## src/rtl/sga_input_pkg.sv

```systemverilog
// Shared types and constants for the Snake Game Arcade input conditioner.
// Heading codes match the bit index of the corresponding key in the buttons vector.
package sga_input_pkg;

  typedef enum logic [1:0] {
    DIR_DOWN  = 2'd0,
    DIR_UP    = 2'd1,
    DIR_RIGHT = 2'd2,
    DIR_LEFT  = 2'd3
  } dir_t;

  localparam int BTN_LEFT  = 3;
  localparam int BTN_RIGHT = 2;
  localparam int BTN_UP    = 1;
  localparam int BTN_DOWN  = 0;

  // Positions of the non-direction keys in the combined key vector.
  localparam int KEY_START   = 4;
  localparam int KEY_PAUSE   = 5;
  localparam int KEY_RESTART = 6;
  localparam int NUM_KEYS    = 7;

  localparam dir_t DIR_RESET = DIR_RIGHT;

  function automatic logic [3:0] dir_onehot(input dir_t d);
    return 4'b0001 << d;
  endfunction

  function automatic dir_t dir_reverse(input dir_t d);
    return dir_t'(d ^ 2'b01);
  endfunction

endpackage

```

## src/rtl/sga_input_conditioner_if.sv

```systemverilog
// Raw key inputs and conditioned game inputs of the input conditioner.
// The slave side is the conditioner; the master side drives the raw keys.
interface sga_input_conditioner_if;

  logic [3:0] raw_buttons;
  logic       raw_start;
  logic       raw_pause;
  logic       raw_restart;

  logic [3:0] buttons;
  logic       start;
  logic       restart;
  logic       pause;
  logic [1:0] db_heading;

  modport master (
    output raw_buttons, raw_start, raw_pause, raw_restart,
    input  buttons, start, restart, pause, db_heading
  );

  modport slave (
    input  raw_buttons, raw_start, raw_pause, raw_restart,
    output buttons, start, restart, pause, db_heading
  );

endinterface

```

## src/rtl/sga_debouncer.sv

```systemverilog
// Synchronizer plus counting debouncer for one raw key.
// press_o is a registered one-cycle pulse on each accepted 0->1 level change.
module sga_debouncer #(
  parameter int DEBOUNCE_CYCLES = 50000,
  parameter int SYNC_STAGES     = 2
) (
  input  logic clock,
  input  logic reset_n,
  input  logic raw_i,
  output logic press_o
);

  localparam int              CNT_W  = $clog2(DEBOUNCE_CYCLES);
  localparam logic [CNT_W-1:0] CNT_TC = CNT_W'(DEBOUNCE_CYCLES - 1);

  logic [SYNC_STAGES-1:0] sync_q, sync_d;
  logic                   stable_q, stable_d;
  logic [CNT_W-1:0]       cnt_q, cnt_d;
  logic                   press_q, press_d;
  logic                   sample;

  assign sync_d = {sync_q[SYNC_STAGES-2:0], raw_i};
  assign sample = sync_q[SYNC_STAGES-1];

  // The counter clears on terminal count, so it never wraps.
  always_comb begin
    stable_d = stable_q;
    cnt_d    = cnt_q;
    if (sample == stable_q) begin
      cnt_d = '0;
    end else if (cnt_q == CNT_TC) begin
      stable_d = sample;
      cnt_d    = '0;
    end else begin
      cnt_d = cnt_q + 1'b1;
    end
  end

  assign press_d = stable_d & ~stable_q;

  always_ff @(posedge clock or negedge reset_n) begin
    if (!reset_n) begin
      sync_q   <= '0;
      stable_q <= 1'b0;
      cnt_q    <= '0;
      press_q  <= 1'b0;
    end else begin
      sync_q   <= sync_d;
      stable_q <= stable_d;
      cnt_q    <= cnt_d;
      press_q  <= press_d;
    end
  end

  assign press_o = press_q;

endmodule

```

## src/rtl/sga_input_conditioner.sv

```systemverilog
// Input conditioner: seven debounced keys, reversal-rejecting direction filter,
// heading register, pause toggle and start/restart pulses. All outputs registered.
module sga_input_conditioner
  import sga_input_pkg::*;
#(
  parameter int DEBOUNCE_CYCLES = 50000,
  parameter int SYNC_STAGES     = 2
) (
  input logic                    clock,
  input logic                    reset_n,
  sga_input_conditioner_if.slave io
);

  logic [NUM_KEYS-1:0] raw_keys;
  logic [NUM_KEYS-1:0] press_keys;
  logic [3:0]          dir_press;
  logic                start_press;
  logic                pause_press;
  logic                restart_press;
  logic [3:0]          dir_ok;

  logic [3:0] buttons_q, buttons_d;
  logic       start_q, start_d;
  logic       restart_q, restart_d;
  logic       pause_q, pause_d;
  dir_t       heading_q, heading_d;

  assign raw_keys = {io.raw_restart, io.raw_pause, io.raw_start, io.raw_buttons};

  for (genvar gi = 0; gi < NUM_KEYS; gi++) begin : g_db
    sga_debouncer #(
      .DEBOUNCE_CYCLES(DEBOUNCE_CYCLES),
      .SYNC_STAGES    (SYNC_STAGES)
    ) u_db (
      .clock  (clock),
      .reset_n(reset_n),
      .raw_i  (raw_keys[gi]),
      .press_o(press_keys[gi])
    );
  end

  assign dir_press     = press_keys[3:0];
  assign start_press   = press_keys[KEY_START];
  assign pause_press   = press_keys[KEY_PAUSE];
  assign restart_press = press_keys[KEY_RESTART];

  // Filter uses the pre-toggle pause value; restart drops any same-cycle direction.
  always_comb begin
    dir_ok = dir_press & ~dir_onehot(dir_reverse(heading_q));
    if (pause_q || restart_press) begin
      dir_ok = '0;
    end
  end

  always_comb begin
    buttons_d = '0;
    heading_d = heading_q;
    if (dir_ok[BTN_LEFT]) begin
      buttons_d[BTN_LEFT] = 1'b1;
      heading_d           = DIR_LEFT;
    end else if (dir_ok[BTN_RIGHT]) begin
      buttons_d[BTN_RIGHT] = 1'b1;
      heading_d            = DIR_RIGHT;
    end else if (dir_ok[BTN_UP]) begin
      buttons_d[BTN_UP] = 1'b1;
      heading_d         = DIR_UP;
    end else if (dir_ok[BTN_DOWN]) begin
      buttons_d[BTN_DOWN] = 1'b1;
      heading_d           = DIR_DOWN;
    end
    if (restart_press) begin
      heading_d = DIR_RESET;
    end
  end

  assign pause_d   = restart_press ? 1'b0 : (pause_q ^ pause_press);
  assign start_d   = start_press;
  assign restart_d = restart_press;

  always_ff @(posedge clock or negedge reset_n) begin
    if (!reset_n) begin
      buttons_q <= '0;
      start_q   <= 1'b0;
      restart_q <= 1'b0;
      pause_q   <= 1'b0;
      heading_q <= DIR_RESET;
    end else begin
      buttons_q <= buttons_d;
      start_q   <= start_d;
      restart_q <= restart_d;
      pause_q   <= pause_d;
      heading_q <= heading_d;
    end
  end

  assign io.buttons    = buttons_q;
  assign io.start      = start_q;
  assign io.restart    = restart_q;
  assign io.pause      = pause_q;
  assign io.db_heading = heading_q;

endmodule

```

## src/flat_wrapper.sv

```systemverilog
// flat-port wrapper written by rule: the top's interface ports become plain ports
module sga_input_conditioner_flat import sga_input_pkg::*;
#(
  parameter int DEBOUNCE_CYCLES = 50000,
  parameter int SYNC_STAGES     = 2
)
  (clock, reset_n, io_raw_buttons, io_raw_start, io_raw_pause, io_raw_restart, io_buttons, io_start, io_restart, io_pause, io_db_heading);
  sga_input_conditioner_if io_i ();
  input logic clock;
  input logic reset_n;
  input wire logic [$bits(io_i.raw_buttons)-1:0] io_raw_buttons;
  input wire logic [$bits(io_i.raw_start)-1:0] io_raw_start;
  input wire logic [$bits(io_i.raw_pause)-1:0] io_raw_pause;
  input wire logic [$bits(io_i.raw_restart)-1:0] io_raw_restart;
  output wire logic [$bits(io_i.buttons)-1:0] io_buttons;
  output wire logic [$bits(io_i.start)-1:0] io_start;
  output wire logic [$bits(io_i.restart)-1:0] io_restart;
  output wire logic [$bits(io_i.pause)-1:0] io_pause;
  output wire logic [$bits(io_i.db_heading)-1:0] io_db_heading;
  assign io_i.raw_buttons = io_raw_buttons;
  assign io_i.raw_start = io_raw_start;
  assign io_i.raw_pause = io_raw_pause;
  assign io_i.raw_restart = io_raw_restart;
  assign io_buttons = io_i.buttons;
  assign io_start = io_i.start;
  assign io_restart = io_i.restart;
  assign io_pause = io_i.pause;
  assign io_db_heading = io_i.db_heading;
  sga_input_conditioner #(.DEBOUNCE_CYCLES(DEBOUNCE_CYCLES), .SYNC_STAGES(SYNC_STAGES)) u_core (.clock(clock), .reset_n(reset_n), .io(io_i));
endmodule
```

## config.mk

```make
export PLATFORM = sky130hd
export DESIGN_NAME = sga_input_conditioner_flat
export DESIGN_NICKNAME = d
export VERILOG_FILES = /design/src/rtl/sga_input_pkg.sv /design/src/rtl/sga_input_conditioner_if.sv /design/src/rtl/sga_debouncer.sv /design/src/rtl/sga_input_conditioner.sv /design/src/flat_wrapper.sv
export SDC_FILE = /design/constraint.sdc
export NUM_CORES = 1
export LEC_CHECK = 0
export BUFFER_PORTS_ARGS = -buffer_cell sky130_fd_sc_hd__clkbuf_2
export CAP_MARGIN = 20
export CORE_AREA = 2 2 110 112
export CTS_CLUSTER_SIZE = 12
export DETAILED_ROUTE_END_ITERATION = 7
export DIE_AREA = 0 0 112 114
export GPL_TIMING_DRIVEN = 0
export PLACE_DENSITY = 0.77
export SLEW_MARGIN = 5
export SYNTH_ARGS = -nofsm -noshare
export SYNTH_HDL_FRONTEND = slang
export SYNTH_SLANG_ARGS = --single-unit
```

## constraint.sdc

```tcl
create_clock -name clock -period 2.07 [get_ports clock]
set_input_delay 0.207 -clock clock [delete_from_list [all_inputs] [get_ports clock]]
set_output_delay 0.207 -clock clock [all_outputs]
set_load 0.03 [all_outputs]
```

==> Word-level counts from Yosys, hierarchy flattened <==
Cells that the tools add are included.
{ "word_totals": {"register_bits": 149, "inputBits": 9} }
{ "op_classes": {"add_sub_neg": 7, "n_eq_ne": 14, "n_shift": 1, "muxes": 42, "bitwise": 18, "reduce_logical": 2} }
{ "ops": {"columns": ["op", "count"], "rows": [
  ["$mux W16", 14],
  ["$add A16 B1 Y16 const B", 7],
  ["$eq A16 B16 Y1 const B", 7],
  ["$mux W1", 20],
  ["$mux W2", 6],
  ["$not A1 Y1", 8],
  ["$and A1 B1 Y1", 7],
  ["$eq A1 B1 Y1", 7],
  ["$reduce_bool A5 Y1", 1],
  ["$and A4 B4 Y4", 1],
  ["$mux W4", 1],
  ["$not A4 Y4", 1],
  ["$shl A1 B2 Y4 const A", 1],
  ["$mux W3", 1],
  ["$logic_or A1 B1 Y1", 1],
  ["$xor A1 B1 Y1", 1]
]} }

==> Logic depth before layout (Yosys ltp) <==
{ "depth": {"word_depth": 10, "depth_mapped": 6} }

==> Cells and area by module <==
Synthesis repeated with hierarchy kept, for this count alone.
{ "unflattened": {"hier_cells": 631, "area_unflattened_um2": 7450.9} }
{ "modules_own_cells": {"columns": ["mod", "instances", "cells_each", "area_per_inst_um2", "seq_area_each_um2"], "rows": [
  ["sga_debouncer", 7, 85, 1008.5, 500.5],
  ["sga_input_conditioner", 1, 36, 391.6, 226.5]
]} }

==> Least setup slack after synthesis <==
Ideal clock, no wire load.
{ "synth_timing": {"kind": "register to register", "startpoint": "reg u_core.g_db[5].u_db.cnt_q[10]", "endpoint": "reg u_core.g_db[5].u_db.stable_q", "setup_time_ps": 125, "t_arrival_ps": 1669, "required_ps": 1945, "setup_slack_ps": 276, "path_stages_with_launch": 4, "path_buffers": 0, "period_less_slack_ps": 1794, "path_cell_list": "dfrtp_1 or3_4 or4_4 mux2_4"} }
{ "synth_via": {"elab_chain_len": 3} }
{ "synth_lines": {"columns": ["item", "line", "source"], "rows": [
  ["from (decl)", "sga_debouncer.sv:18", "logic [CNT_W-1:0] cnt_q, cnt_d;"],
  ["from (signal assigned)", "sga_debouncer.sv:50", "cnt_q <= cnt_d;"],
  ["$eq A16 B16 Y1", "sga_debouncer.sv:31", "end else if (cnt_q == CNT_TC) begin"],
  ["$mux W1", "sga_debouncer.sv:31", null],
  ["$mux W1", "sga_debouncer.sv:29", "if (sample == stable_q) begin"],
  ["via u_core.g_db[5].u_db.stable_d", "sga_debouncer.sv:17", "logic stable_q, stable_d;"],
  ["to (signal assigned)", "sga_debouncer.sv:49", "stable_q <= stable_d;"],
  ["to (decl)", "sga_debouncer.sv:17", null]
]} }
The timed path passes the listed nets, and every way through them passes these cells.
A chain may end at the register's enable or synchronous reset.

==> Worst setup path after layout <==
{ "layout_timing": {"startpoint": "reg u_core.g_db[5].u_db.cnt_q[0]", "endpoint": "reg u_core.g_db[5].u_db.stable_q"} }
The elaborated chain is that of the path after synthesis.

==> impl_metrics.env <==
export IMPL_ant_nets=0
export IMPL_path_clk_slew_ns=0.06
export IMPL_slew_violations=0
export IMPL_wl_um=12300
export IMPL_cts_tree="yes"
export IMPL_dp_cells=812
export IMPL_rows=40
export IMPL_avgSynthCellArea_um2=10.5
export IMPL_place_hpwl_um=8080
export IMPL_clockBufferDepth=2
export IMPL_setup_violations=0
export IMPL_final_nets=707
export IMPL_first_iter_violations=445
export IMPL_reg2reg_setup_slack_ns=0.13
export IMPL_cts_max_level=4
export IMPL_power_mw=6.30
export IMPL_clock_sinks=149
export IMPL_seq_power_share=0.477
export IMPL_min_period_ns=1.94
export IMPL_die_y_um=114
export IMPL_core_area_um2=11700
export IMPL_hold_viol=0
export IMPL_grt_pass1_wl_um=21600
export IMPL_cp_required_ns=2.37
export IMPL_critPathCaptureType="flop"
export IMPL_fin_ws_ns=0.129
export IMPL_synth_edf_count=0
export IMPL_grt_pass1_vias=4742
export IMPL_place_congestion=0.826
export IMPL_switchingPower_mw=1.34
export IMPL_tightest_slew_ns=0.539
export IMPL_overflow=0
export IMPL_finalNonFillerCells=851
export IMPL_boundaryPins=18
export IMPL_internal_power_mw=4.96
export IMPL_netlist_area_leader_share=0.546
export IMPL_switching_share=0.213
export IMPL_vias=4756
export IMPL_yosysTopAreaCell="dfrtp_1"
export IMPL_worst_setup_path_type="flop to flop"
export IMPL_cap_viol_max_count=0
export IMPL_hold_path_class="input port to async pin"
export IMPL_clock_power_share=0.493
export IMPL_timing_rr_start="u_core.g_db[5].u_db.cnt_q[0]"
export IMPL_synth_area_um2=6780
export IMPL_clockRootBuffer="clkbuf_16"
export IMPL_ys_types=45
export IMPL_synthTopCellsByArea="dfrtp_1 (55%), xnor2_1 (11%), nor2_1 (7.0%)"
export IMPL_ys_flop_type="dfrtp_1"
export IMPL_io_buffers=17
export IMPL_initial_utilization=0.579
export IMPL_drc=0
export IMPL_synth_nets=663
export IMPL_dp_slack_ns=0.0534
export IMPL_post_drt_via_cell_ratio=5.59
export IMPL_place_area_um2=7090
export IMPL_yosysWarnings=0
export IMPL_final_util=0.664
export IMPL_synthTopCellsByCount="dfrtp_1 (148), nor2_1 (127), xnor2_1 (84), nand3_1 (39), nor4_1 (35)"
export IMPL_status="finished clean"
export IMPL_worstReg2RegEnd="u_core.g_db[5].u_db.stable_q"
export IMPL_antenna_cells=0
export IMPL_drive_gt1_frac=0.101
export IMPL_post_drt_wl_per_cell_um=14.5
export IMPL_fin_crit_sh=0.938
export IMPL_power_frac_comb=0.030
export IMPL_rr_worst_depth=4
export IMPL_syn_to_final_growth_pct=14.7
export IMPL_p_leak_nw=3.20
export IMPL_antenna_found_initial=0
export IMPL_fp_dieW_um=112
export IMPL_cts_buffers=17
export IMPL_grt_usage=0.210
export IMPL_max_freq_mhz=515
export IMPL_crit_path_max_fanout=8
export IMPL_netlist_instances=647
export IMPL_whs_ns=0.347
export IMPL_first_pass_iters=7
export IMPL_fin_area_um2=7780
export IMPL_grt_start_max_net_pins=84
export IMPL_yosysMostFrequentCell="dfrtp_1"
export IMPL_rsz0062_at_grt="no"
export IMPL_synth_async_reset_ratio=1.00
export IMPL_maxSlewHeadroom=0.641
export IMPL_startpoint_type="flop"
export IMPL_fin_worst_skew_ns=0.00786
export IMPL_pwr_density_cell_nw_per_um2=810
export IMPL_vdd_drop_max_mv=1.10
export IMPL_die_area_um2=12800
export IMPL_synth_yosys_seq_area_share=0.550
export IMPL_setup_tns_ns=0
export IMPL_clock_latency_ns=0.42
export IMPL_crit_arrival_ns=2.25
export IMPL_synth_ff_latch_count=149
-- sequential cells by signal, summed over array words and instances, names as in the netlist --
register,count
u_core.io.start,1
u_core.g_db.u_db.cnt_q,112
u_core.g_db.u_db.sync_q,14
u_core.g_db.u_db.press_o,7
u_core.g_db.u_db.stable_q,7
u_core.io.buttons,4
u_core.io.pause,1
u_core.io.db_heading,2
u_core.io.restart,1
-- cells in the final DEF (no fill, tap or decap), types with 3 or more instances in the layout --
cell type | synthesis | final
xor2_1 | 19 | 19
nor2_1 | 127 | 127
inv_1 | 19 | 19
nor4_1 | 35 | 35
nor3b_1 | 5 | 5
mux2_2 | 6 | 6
clkinvlp_4 | 0 | 3
or4_1 | 3 | 3
nor4bb_1 | 9 | 9
and3_1 | 11 | 11
dlygate4sd3_1 | 0 | 8
a21oi_1 | 4 | 4
clkbuf_16 | 0 | 17
buf_2 | 4 | 4
clkbuf_1 | 8 | 8
o31ai_1 | 3 | 3
xnor2_1 | 84 | 84
bufinv_16 | 0 | 3
nand4_1 | 28 | 28
dfrtp_1 | 148 | 148
ha_1 | 7 | 7
nor4b_1 | 5 | 5
nor3_1 | 24 | 24
clkbuf_2 | 0 | 16
nand3_1 | 39 | 39
nand2_1 | 29 | 29
-- power groups by stage --
| stage | registers (mW) | clock network (mW) | logic (mW) |
|---|---|---|---|
| floorplan | 3.05 | 0 | 0.0843 |
| global placement | 3.05 | 0 | 0.164 |
| detailed placement | 3.06 | 0 | 0.180 |
| CTS | 3.00 | 3.18 | 0.196 |
| global route | 3.01 | 3.31 | 0.223 |
| finish | 3.00 | 3.11 | 0.190 |
-- cells by family after synthesis --
kind of cell,after synthesis,synth area share
mux,9,0.0151
buf+inv,31,0.0179
fa+ha+maj,7,0.0129
xor+xnor,103,0.133
flops,149,0.550
simple gates,330,0.248
compound gates,18,0.0231
-- metal layers --
layer	track usage	wire length [um]
met2	0.341	6140
met1	0.278	5650
met3	0.0574	442
met4	0.0707	97
met5	0	0
-- timing repair --
action | 4_1_cts | 5_1_grt
setup buffers | 0 | 2
hold endpoints to repair | 73 | 0
setup endpoints to repair | 8 | 42
hold buffers | 8 | 0
gates resized for setup | 1 | 1
pin swaps | 0 | 2
-- how the worst max path moves through the flow --
stage	start	end	slack, ns	cells past startpoint
final	u_core.g_db[5].u_db.cnt_q[0]	u_core.g_db[5].u_db.stable_q	0.13	4
after global routing	u_core.g_db[6].u_db.cnt_q[0]	u_core.g_db[6].u_db.cnt_q[8]	0.02	6
after CTS	u_core.g_db[3].u_db.cnt_q[0]	u_core.g_db[3].u_db.cnt_q[12]	0.04	5
after detailed placement	u_core.g_db[1].u_db.cnt_q[0]	u_core.g_db[1].u_db.cnt_q[10]	0.05	6
after global placement	reset_n	u_core.g_db[5].u_db.cnt_q[10]	-1.57	1
after floorplan	u_core.g_db[5].u_db.cnt_q[10]	u_core.g_db[5].u_db.stable_q	0.28	3
-- critical path: stages, from the launching register on --
cell and delay (ns):
dfrtp_1 0.39, ha_1 0.20, nand3_1 0.32, or4_4 0.61
mux2_4 0.31
-- final cells by class --
cell class,instances,area [um2]
clock buffer,21,450
tap,147,184
clock inverter,11,149
timing repair buffer,28,216
inverter,19,71.3
multi-input combinational,467,2940
fill,925,3930
sequential,149,3730
buffer,9,38.8
Note: power is estimated with default switching activity, not from simulation.
